--- src/rtl/mlp_frame_driver_pkg.sv ---
// Shared types and default sizing for the MLP front-end frame driver.
// Optional done watchdog is enabled with the MLP_DRV_TIMEOUT_EN macro.
package mlp_frame_driver_pkg;

  localparam int DATA_W         = 8;
  localparam int IN_DIM         = 16;
  localparam int OUTPUT_SIZE    = 10;
  localparam int CLS_W          = 4;
  localparam int TIMEOUT_CYCLES = 4096;

  typedef logic [DATA_W-1:0] data_t;

  typedef enum logic [1:0] {
    FILL,
    LAUNCH,
    WAIT,
    RESP
  } drv_state_t;

  // Index width that stays legal for a single-element vector.
  function automatic int idx_width(input int n);
    return (n > 1) ? $clog2(n) : 1;
  endfunction

endpackage

--- src/rtl/mlp_frame_driver_if.sv ---
// Host-side element stream and result stream of the MLP frame driver.
interface mlp_frame_driver_if #(
  parameter int DATA_W      = mlp_frame_driver_pkg::DATA_W,
  parameter int OUTPUT_SIZE = mlp_frame_driver_pkg::OUTPUT_SIZE,
  parameter int CLS_W       = mlp_frame_driver_pkg::CLS_W
);

  logic                   s_valid;
  logic                   s_ready;
  logic [DATA_W-1:0]      s_data;
  logic                   s_last;

  logic                   r_valid;
  logic                   r_ready;
  logic [CLS_W-1:0]       r_class;
  logic [OUTPUT_SIZE-1:0] r_onehot;
  logic                   r_err;

  modport master (
    output s_valid, s_data, s_last, r_ready,
    input  s_ready, r_valid, r_class, r_onehot, r_err
  );

  modport slave (
    input  s_valid, s_data, s_last, r_ready,
    output s_ready, r_valid, r_class, r_onehot, r_err
  );

endinterface

--- src/rtl/mlp_vec_packer.sv ---
// Packs streamed elements into the flat core input bus and flags frames
// whose s_last does not coincide with the final element slot.
module mlp_vec_packer #(
  parameter int DATA_W = mlp_frame_driver_pkg::DATA_W,
  parameter int IN_DIM = mlp_frame_driver_pkg::IN_DIM
) (
  input  logic                     clk,
  input  logic                     rst_n,
  input  logic                     en,
  input  logic                     valid,
  input  logic [DATA_W-1:0]        data,
  input  logic                     last,
  output logic [DATA_W*IN_DIM-1:0] bus,
  output logic                     frame_ok,
  output logic                     len_err
);

  localparam int IDX_W = mlp_frame_driver_pkg::idx_width(IN_DIM);
  localparam logic [IDX_W-1:0] LAST_IDX = IDX_W'(IN_DIM - 1);

  logic [IDX_W-1:0] idx_q;
  logic             accept;
  logic             at_end;

  assign accept   = en & valid;
  assign at_end   = (idx_q == LAST_IDX);
  assign frame_ok = accept & at_end & last;

  // NOTE: every flop here uses <= so all reads see pre-edge values; the bus
  // is a register file but is reset so the core never sees stale data.
  always_ff @(posedge clk or negedge rst_n) begin
    if (!rst_n) begin
      idx_q   <= '0;
      bus     <= '0;
      len_err <= 1'b0;
    end else if (accept) begin
      bus[int'(idx_q)*DATA_W +: DATA_W] <= data;
      // Either end marker closes the frame; a mismatch means it was malformed.
      if (at_end || last) idx_q <= '0;
      else                idx_q <= idx_q + 1'b1;
      if (at_end != last) len_err <= 1'b1;
    end
  end

endmodule

--- src/rtl/mlp_frame_driver.sv ---
// Front-end driver for the MLP core: packs a frame, pulses start, captures the
// result on the done rising edge. MLP_DRV_TIMEOUT_EN adds a done watchdog.
module mlp_frame_driver #(
  parameter int DATA_W      = mlp_frame_driver_pkg::DATA_W,
  parameter int IN_DIM      = mlp_frame_driver_pkg::IN_DIM,
  parameter int OUTPUT_SIZE = mlp_frame_driver_pkg::OUTPUT_SIZE,
  parameter int CLS_W       = mlp_frame_driver_pkg::CLS_W
`ifdef MLP_DRV_TIMEOUT_EN
  , parameter int TIMEOUT_CYCLES = mlp_frame_driver_pkg::TIMEOUT_CYCLES
`endif
) (
  input  logic                     clk,
  input  logic                     rst_n,
  mlp_frame_driver_if.slave        drv,
  output logic [DATA_W*IN_DIM-1:0] net_bus_in,
  output logic                     net_start,
  input  logic                     net_done,
  input  logic [CLS_W-1:0]         net_class_idx,
  input  logic [OUTPUT_SIZE-1:0]   net_one_out,
  output logic                     len_err,
  output logic [15:0]              frame_cnt
);

  import mlp_frame_driver_pkg::*;

  drv_state_t             state_q, state_d;
  logic                   net_done_q;
  logic                   done_edge;
  logic                   frame_ok;
  logic                   fill;
  logic                   timeout;
  logic                   handshake;
  logic [CLS_W-1:0]       class_q;
  logic [OUTPUT_SIZE-1:0] onehot_q;

  assign fill      = (state_q == FILL);
  assign done_edge = net_done & ~net_done_q;
  assign handshake = (state_q == RESP) & drv.r_ready;

  mlp_vec_packer #(
    .DATA_W (DATA_W),
    .IN_DIM (IN_DIM)
  ) u_packer (
    .clk      (clk),
    .rst_n    (rst_n),
    .en       (fill),
    .valid    (drv.s_valid),
    .data     (drv.s_data),
    .last     (drv.s_last),
    .bus      (net_bus_in),
    .frame_ok (frame_ok),
    .len_err  (len_err)
  );

`ifdef MLP_DRV_TIMEOUT_EN
  logic [31:0] wait_cnt_q;
  logic        err_q;

  always_ff @(posedge clk or negedge rst_n) begin
    if (!rst_n)                 wait_cnt_q <= '0;
    else if (state_q == LAUNCH) wait_cnt_q <= '0;
    else if (state_q == WAIT)   wait_cnt_q <= wait_cnt_q + 32'd1;
  end

  // A done edge in the final watchdog cycle still wins.
  assign timeout = (state_q == WAIT) && !done_edge &&
                   (wait_cnt_q >= 32'(TIMEOUT_CYCLES - 1));

  always_ff @(posedge clk or negedge rst_n) begin
    if (!rst_n) err_q <= 1'b0;
    else if (state_q == WAIT) begin
      if (done_edge)    err_q <= 1'b0;
      else if (timeout) err_q <= 1'b1;
    end
  end

  assign drv.r_err = err_q;
`else
  assign timeout   = 1'b0;
  assign drv.r_err = 1'b0;
`endif

  always_ff @(posedge clk or negedge rst_n) begin
    if (!rst_n) begin
      state_q    <= FILL;
      net_done_q <= 1'b0;
    end else begin
      state_q    <= state_d;
      net_done_q <= net_done;
    end
  end

  // NOTE: state_d gets a default before the case so no path infers a latch.
  always_comb begin
    state_d = state_q;
    case (state_q)
      FILL:    if (frame_ok) state_d = LAUNCH;
      LAUNCH:  state_d = WAIT;
      WAIT:    if (done_edge || timeout) state_d = RESP;
      RESP:    if (drv.r_ready) state_d = FILL;
      default: state_d = FILL;
    endcase
  end

  // Result registers only move while waiting, so they hold through RESP.
  always_ff @(posedge clk or negedge rst_n) begin
    if (!rst_n) begin
      class_q  <= '0;
      onehot_q <= '0;
    end else if (state_q == WAIT) begin
      if (done_edge) begin
        class_q  <= net_class_idx;
        onehot_q <= net_one_out;
      end else if (timeout) begin
        class_q  <= '0;
        onehot_q <= '0;
      end
    end
  end

  always_ff @(posedge clk or negedge rst_n) begin
    if (!rst_n)                            frame_cnt <= '0;
    else if (handshake && frame_cnt != '1) frame_cnt <= frame_cnt + 16'd1;
  end

  assign drv.s_ready  = fill;
  assign net_start    = (state_q == LAUNCH);
  assign drv.r_valid  = (state_q == RESP);
  assign drv.r_class  = class_q;
  assign drv.r_onehot = onehot_q;

endmodule

--- src/flat_wrapper.sv ---
// flat-port wrapper written by rule: the top's interface ports become plain ports
module mlp_frame_driver_flat import mlp_frame_driver_pkg::*;
#(
  parameter int DATA_W      = mlp_frame_driver_pkg::DATA_W,
  parameter int IN_DIM      = mlp_frame_driver_pkg::IN_DIM,
  parameter int OUTPUT_SIZE = mlp_frame_driver_pkg::OUTPUT_SIZE,
  parameter int CLS_W       = mlp_frame_driver_pkg::CLS_W

)
  (clk, rst_n, net_bus_in, net_start, net_done, net_class_idx, net_one_out, len_err, frame_cnt, drv_s_valid, drv_s_data, drv_s_last, drv_r_ready, drv_s_ready, drv_r_valid, drv_r_class, drv_r_onehot, drv_r_err);
  mlp_frame_driver_if #(.DATA_W(DATA_W), .OUTPUT_SIZE(OUTPUT_SIZE), .CLS_W(CLS_W)) drv_i ();
  input  logic clk;
  input  logic rst_n;
  output logic [DATA_W*IN_DIM-1:0] net_bus_in;
  output logic net_start;
  input  logic net_done;
  input  logic [CLS_W-1:0] net_class_idx;
  input  logic [OUTPUT_SIZE-1:0] net_one_out;
  output logic len_err;
  output logic [15:0] frame_cnt;
  input wire logic [$bits(drv_i.s_valid)-1:0] drv_s_valid;
  input wire logic [$bits(drv_i.s_data)-1:0] drv_s_data;
  input wire logic [$bits(drv_i.s_last)-1:0] drv_s_last;
  input wire logic [$bits(drv_i.r_ready)-1:0] drv_r_ready;
  output wire logic [$bits(drv_i.s_ready)-1:0] drv_s_ready;
  output wire logic [$bits(drv_i.r_valid)-1:0] drv_r_valid;
  output wire logic [$bits(drv_i.r_class)-1:0] drv_r_class;
  output wire logic [$bits(drv_i.r_onehot)-1:0] drv_r_onehot;
  output wire logic [$bits(drv_i.r_err)-1:0] drv_r_err;
  assign drv_i.s_valid = drv_s_valid;
  assign drv_i.s_data = drv_s_data;
  assign drv_i.s_last = drv_s_last;
  assign drv_i.r_ready = drv_r_ready;
  assign drv_s_ready = drv_i.s_ready;
  assign drv_r_valid = drv_i.r_valid;
  assign drv_r_class = drv_i.r_class;
  assign drv_r_onehot = drv_i.r_onehot;
  assign drv_r_err = drv_i.r_err;
  mlp_frame_driver #(.DATA_W(DATA_W), .IN_DIM(IN_DIM), .OUTPUT_SIZE(OUTPUT_SIZE), .CLS_W(CLS_W)) u_core (.clk(clk), .rst_n(rst_n), .drv(drv_i), .net_bus_in(net_bus_in), .net_start(net_start), .net_done(net_done), .net_class_idx(net_class_idx), .net_one_out(net_one_out), .len_err(len_err), .frame_cnt(frame_cnt));
endmodule
--- config.mk ---
export PLATFORM = sky130hd
export DESIGN_NAME = mlp_frame_driver_flat
export DESIGN_NICKNAME = d
export VERILOG_FILES = /design/src/rtl/mlp_frame_driver_pkg.sv /design/src/rtl/mlp_frame_driver_if.sv /design/src/rtl/mlp_vec_packer.sv /design/src/rtl/mlp_frame_driver.sv /design/src/flat_wrapper.sv
export SDC_FILE = /design/constraint.sdc
export NUM_CORES = 1
export LEC_CHECK = 0
export CAP_MARGIN = 5
export CORE_MARGIN = 2
export CORE_UTILIZATION = 40
export CTS_BUF_LIST = sky130_fd_sc_hd__clkbuf_4 sky130_fd_sc_hd__clkbuf_8
export DETAILED_ROUTE_END_ITERATION = 12
export GPL_ROUTABILITY_DRIVEN = 0
export PLACE_DENSITY = 0.79
export SLEW_MARGIN = 40
export SYNTH_ARGS = -nofsm -noshare
export SYNTH_HDL_FRONTEND = slang
export SYNTH_SLANG_ARGS = --single-unit
--- constraint.sdc ---
create_clock -name clk -period 3 [get_ports clk]
set_clock_uncertainty 0.05 [all_clocks]
set_input_delay 0.6 -clock clk [delete_from_list [all_inputs] [get_ports clk]]
set_output_delay 0.6 -clock clk [all_outputs]
set_load 0.01 [all_outputs]
# --- Word level (Yosys, flattened, before mapping) ---
# Index checks and enable logic that the tools add are counted.
op_classes:
  n_addsub: 3
  n_eq_ne: 9
  shift: 2
  n_mux: 6
  bitwise_logic: 6
  n_reduce_logical: 6
ops:
  columns: ["op", "count"]
  rows:
  - ["128-bit bitwise mux", 1]
  - ["8-bit by 33-bit variable shift with 128-bit output (first input constant)", 1]
  - ["8-bit by 33-bit indexed part select with 128-bit output", 1]
  - ["7-bit negator with 33-bit output", 1]
  - ["16-bit by 1-bit adder with 16-bit output (second input constant)", 1]
  - ["16-bit inequality test (second input constant)", 1]
  - ["2-bit one-hot mux with 4 select lines", 1]
  - ["2-bit two-way mux", 3]
  - ["1-bit bitwise AND", 5]
  - ["4-bit by 1-bit adder with 4-bit output (second input constant)", 1]
  - ["2-bit equality test (second input constant)", 2]
  - ["4-bit equality test (second input constant)", 1]
  - ["4-bit two-way mux", 1]
  - ["2-bit by 1-bit inequality test with 1-bit output (second input constant)", 2]
  - ["2-bit AND reduction", 2]
  - ["3-bit AND reduction", 1]
  - ["2-bit by 1-bit equality test with 1-bit output (second input constant)", 1]
  - ["2-bit logical NOT", 1]
  - ["2-bit inequality test (second input constant)", 1]
  - ["1-bit logical AND", 1]
  - ["1-bit logical OR", 1]
  - ["1-bit inequality test", 1]
  - ["1-bit inverter", 1]
word_totals:
  regBits: 166
  inputBits: 28
  out_inout_bits: 163
  wordCells: 40

# --- Logic depth before layout (Yosys ltp) ---
depth:
  depth_word: 6
  mapped_depth: 9
  ltp_nobuf: 6

# --- Modules after synthesis ---
# Synthesis repeated with hierarchy kept, for this count alone.
unflattened:
  hier_cells: 625
  area_unflattened_um2: 6993.0
by_module_without_submodules:
  columns: ["module", "n_inst", "cells_per_inst", "area_each_um2", "seq_area_each_um2"]
  rows:
  - ["mlp_vec_packer", 1, 503, 5504.0, 3328.2]
  - ["mlp_frame_driver", 1, 122, 1488.9, 825.8]

# --- Least setup slack after synthesis ---
# OpenSTA, ideal clock, no wires.
synth_timing:
  path_type: "reg-to-reg"
  from: "register u_core.u_packer.idx_q[0]"
  to: "register u_core.u_packer.bus[49]"
  setup_ns: 0.125
  t_arrival_ns: 2.417
  required_ns: 2.825
  path_slack_ns: 0.408
  path_stages_with_launch: 10
  n_path_buf: 3
  period_less_slack_ns: 2.592
  cell_sequence: "dfrtp_1 buf_2 clkbuf_1 nor3_1 ha_1 clkbuf_1 nand3_1 a21o_1 nor2_2 mux2_2"
synth_via:
  elab_chain_cells: 3
  word_cells_on_any_way: 4
  cone_classes: "1 x add/sub; 2 x shift; 1 x mux"
synth_rtl:
  columns: ["element", "line", "text"]
  rows:
  - ["start, declared", "mlp_vec_packer.sv:21", "logic [IDX_W-1:0] idx_q;"]
  - ["start signal, assigned", "mlp_vec_packer.sv:40", "else idx_q <= idx_q + 1'b1;"]
  - ["7-bit negator with 33-bit output (*)", "mlp_vec_packer.sv:37", "bus[int'(idx_q)*DATA_W +: DATA_W] <= data;"]
  - ["8-bit by 33-bit indexed part select with 128-bit output or 8-bit by 33-bit variable shift with 128-bit output (tied branches)", "mlp_vec_packer.sv:37", null]
  - ["128-bit bitwise mux (*)", "mlp_vec_packer.sv:37", null]
  - ["end signal, assigned by index", "mlp_vec_packer.sv:37", null]
  - ["end, declared", "mlp_vec_packer.sv:13", "output logic [DATA_W*IN_DIM-1:0] bus,"]
# Every way passes the cells marked *; elsewhere a longest branch is shown, timed or not.
# A chain may end at the register's enable or synchronous reset.

# --- Worst setup path after layout ---
layout_timing:
  from: "register u_core.u_packer.idx_q[0]"
  to: "register u_core.u_packer.bus[76]"
# The elaborated chain is that of the path after synthesis.

==> metrics.yaml <==
critical_path:
  end_kind: "register"
  arrival_ns: 2.95
  r2r_cells: 6
  worst_r2r_endpoint: "u_core.u_packer.bus[76]"
  crit_fanout: 28
  path_cells: "buf_4 -> nor3_1 -> ha_1 -> or3_1 -> nor2_2 -> mux2_2"
  critPathKind: "register to register"
  critPathMaxStageDelay_ns: 0.47
  critical_path.startpoint: "u_core.u_packer.idx_q[0]"
  critical_path_depth: 6
  critPathRequiredTime_ns: 3.30
  critPathTopFamily: "simple AND/OR/NAND/NOR gates"
  reg2reg_from: "u_core.u_packer.idx_q[0]"
  crit_slowest_cell: "or3_1"
  crit_buf_inv: 1
  r2r_slack_ns: 0.35
  critPathLaunchType: "register"
floorplanning:
  coreArea_um2: 17800
  die_h_um: 138
  initial_core_util: 0.405
  dieArea_um2: 19100
  pin_count: 191
  die_x_um: 138
  rows: 49
route:
  viasPerCell: 5.04
  drc: 0
  num_vias: 5033
  antenna_left: 0
  dr.pass1.iters: 4
  drt_iter0_drc: 165
  wl_per_cell_um: 18.0
  drt_wl_total_um: 18000
synthesis:
  synth_seq_area_share: 0.577
  yosysUniqueCellTypes: 46
  synthFlopType: "dfrtp_1"
  synth_edf_count: 0
  syn-num-nets: 586
  yosysWarningCount: 0
  ys_ff_latch: 166
  syn-mean-instance-area_um2: 13.1
  syn-cell-area_um2: 7200
  synthCells: 549
  async_flop_share: 1.00
clock_network:
  postCtsHoldBufs: 0
  cts_root_buffer: "clkbuf_8"
  cts_buffers: 17
  cts.sinks: 166
  clk_latency_ns: 0.46
  cts.htree.levels: 4
  ctsResizeCount: 0
  cts_buffer_depth: 2
  cts_setup_buffers: 0
  clk_pin_slew_ns: 0.09
  cts_tree: "built"
finish:
  nets: 793
  final_area_um2: 9940
  layout-drive-gt1-share: 0.250
  areaGrowthSynthToFinish_pct: 38.1
  utilization: 0.559
  num_antenna_cells: 0
sta:
  period_needed_ns: 2.65
  timing.final.crit_share: 0.882
  hold_viol_final: 0
  worst-slew-pin-transition_ns: 0.728
  drv_slew: 0
  setup_ws_ns: 0.355
  slew_headroom: 0.509
  setup_violations: 0
  rsz0062_at_grt: "no"
  max_freq_ghz: 0.378
  setup-tns-final_ns: 0
place:
  dpl_cell_area_um2: 9460
  port_buffers: 189
  pre_cts_slack_ns: 0.244
  dpl.hpwl_um: 12800
global_routing:
  busiest_layer: "met2"
  grt_max_degree: 62
  grt_overflow: 0
  grt_pass1_vias: 5270
  gr-usage-all-layers: 0.193
  grt_use_met3: 0.0769
  grt_util_met1: 0.240
  antenna_found_initial: 0
  use_met2: 0.319
  grt_pass1_wl_um: 29100
power:
  power.total_w: 0.00728
  pwr_density_cell_nw_per_um2: 732
  p_leak_nw: 4.55
  vdd_ir_drop_max_mv: 0.455
flow_run:
  drv_cap: 0
min_path:
  hold_class: "input pin to async pin"
run_status:
  status: "completed"
[worst max path at each step]
| stage | to | slack [ns] |
|---|---|---|
| after global routing | u_core.u_packer.bus[61] | 0.17 |
| after floorplan | u_core.u_packer.bus[49] | 0.41 |
| after CTS | u_core.u_packer.bus[40] | 0.35 |
| after global placement | u_core.u_packer.bus[105] | 0.27 |
| final | u_core.u_packer.bus[76] | 0.35 |
| after detailed placement | u_core.u_packer.bus[104] | 0.24 |
[cells in the final DEF (no fill, tap or decap), types with 14 or more instances in the layout]
| cell | netlist | routed |
|---|---|---|
| dfrtp_1 | 166 | 166 |
| clkdlybuf4s50_1 | 0 | 188 |
| inv_1 | 17 | 17 |
| nand3_1 | 17 | 17 |
| and2_1 | 28 | 28 |
| clkbuf_8 | 0 | 20 |
| nand2_1 | 30 | 30 |
| and3_1 | 18 | 18 |
| mux2_2 | 128 | 128 |
| buf_4 | 2 | 14 |
[state kept, by name (all words and copies together), names as in the netlist]
| signal | cells |
|---|---|
| u_core.drv.r_class | 4 |
| u_core.drv.r_onehot | 10 |
| u_core.frame_cnt | 16 |
| u_core.net_done_q | 1 |
| u_core.state_q | 2 |
| u_core.u_packer.bus | 128 |
| u_core.u_packer.idx_q | 4 |
| u_core.u_packer.len_err | 1 |
[kinds of logic (layout without fill, tap and decap cells)]
group	after synthesis	after routing	synth area share
AO/OA/AOI/OAI	32	32	0.0320
XOR/XNOR	15	15	0.0193
adder cells (fa/ha/maj)	9	9	0.0156
buffers and inverters	34	254	0.0189
flip-flops	166	166	0.577
multiplexers	138	138	0.214
other	1	1	0.000521
AND/OR/NAND/NOR	154	154	0.122
[power breakdown]
group | switching, W | leakage (nW) | internal [W] | total, W
registers | 0.000230 | 2.25 | 0.00258 | 0.00281
clock network | 0.000814 | 0.232 | 0.00107 | 0.00188
logic | 0.00131 | 2.07 | 0.00128 | 0.00259
[per-layer routing]
| layer | up-vias | wire [µm] |
|---|---|---|
| met3 | 17 | 1360 |
| met2 | 153 | 8680 |
| met5 | - | 0 |
| li1 | 2348 | - |
| met4 | 0 | 177 |
| met1 | 2515 | 7750 |
[layout make-up]
cell class | count | area (µm²)
inverters | 17 | 63.8
repair buffers | 205 | 2040
clock buffers | 21 | 283
multi-input cells | 349 | 2920
flip-flops and latches | 166 | 4150
fillers | 1513 | 7840
clock inverters | 11 | 195
well taps | 229 | 287
[per-stage QoR]
stage,instances,hold WS [ns]
4_1_cts,998,0.0154
6_report,998,0.0284
5_1_grt,998,0.0335
3_3_place_gp,966,0.406
2_1_floorplan,549,0.254
3_5_place_dp,966,0.404
[Yosys cell counts, types with 3 or more instances]
cell      count  area, µm²
xor2_1        4       35.0
mux2i_1       8       80.1
a21oi_1       3       15.0
clkbuf_1     14       52.6
o21ai_0      11       55.1
nand3b_1      3       22.5
nand3_1      17       85.1
inv_1        17       63.8
nor2_2        5       31.3
nor2b_1      10       62.6
xnor2_1      10       87.6
and2_1       28        175
ha_1          9        113
nor3_1       10       50.1
nand2_1      30        113
and4_1        3       26.3
dfrtp_1     166       4150
mux2_2      128       1440
o31ai_1       6       45.0
nor2_1       11       41.3
and3_1       18        113
nand4_1       9       56.3
Note: power is estimated with default switching activity, not from simulation.
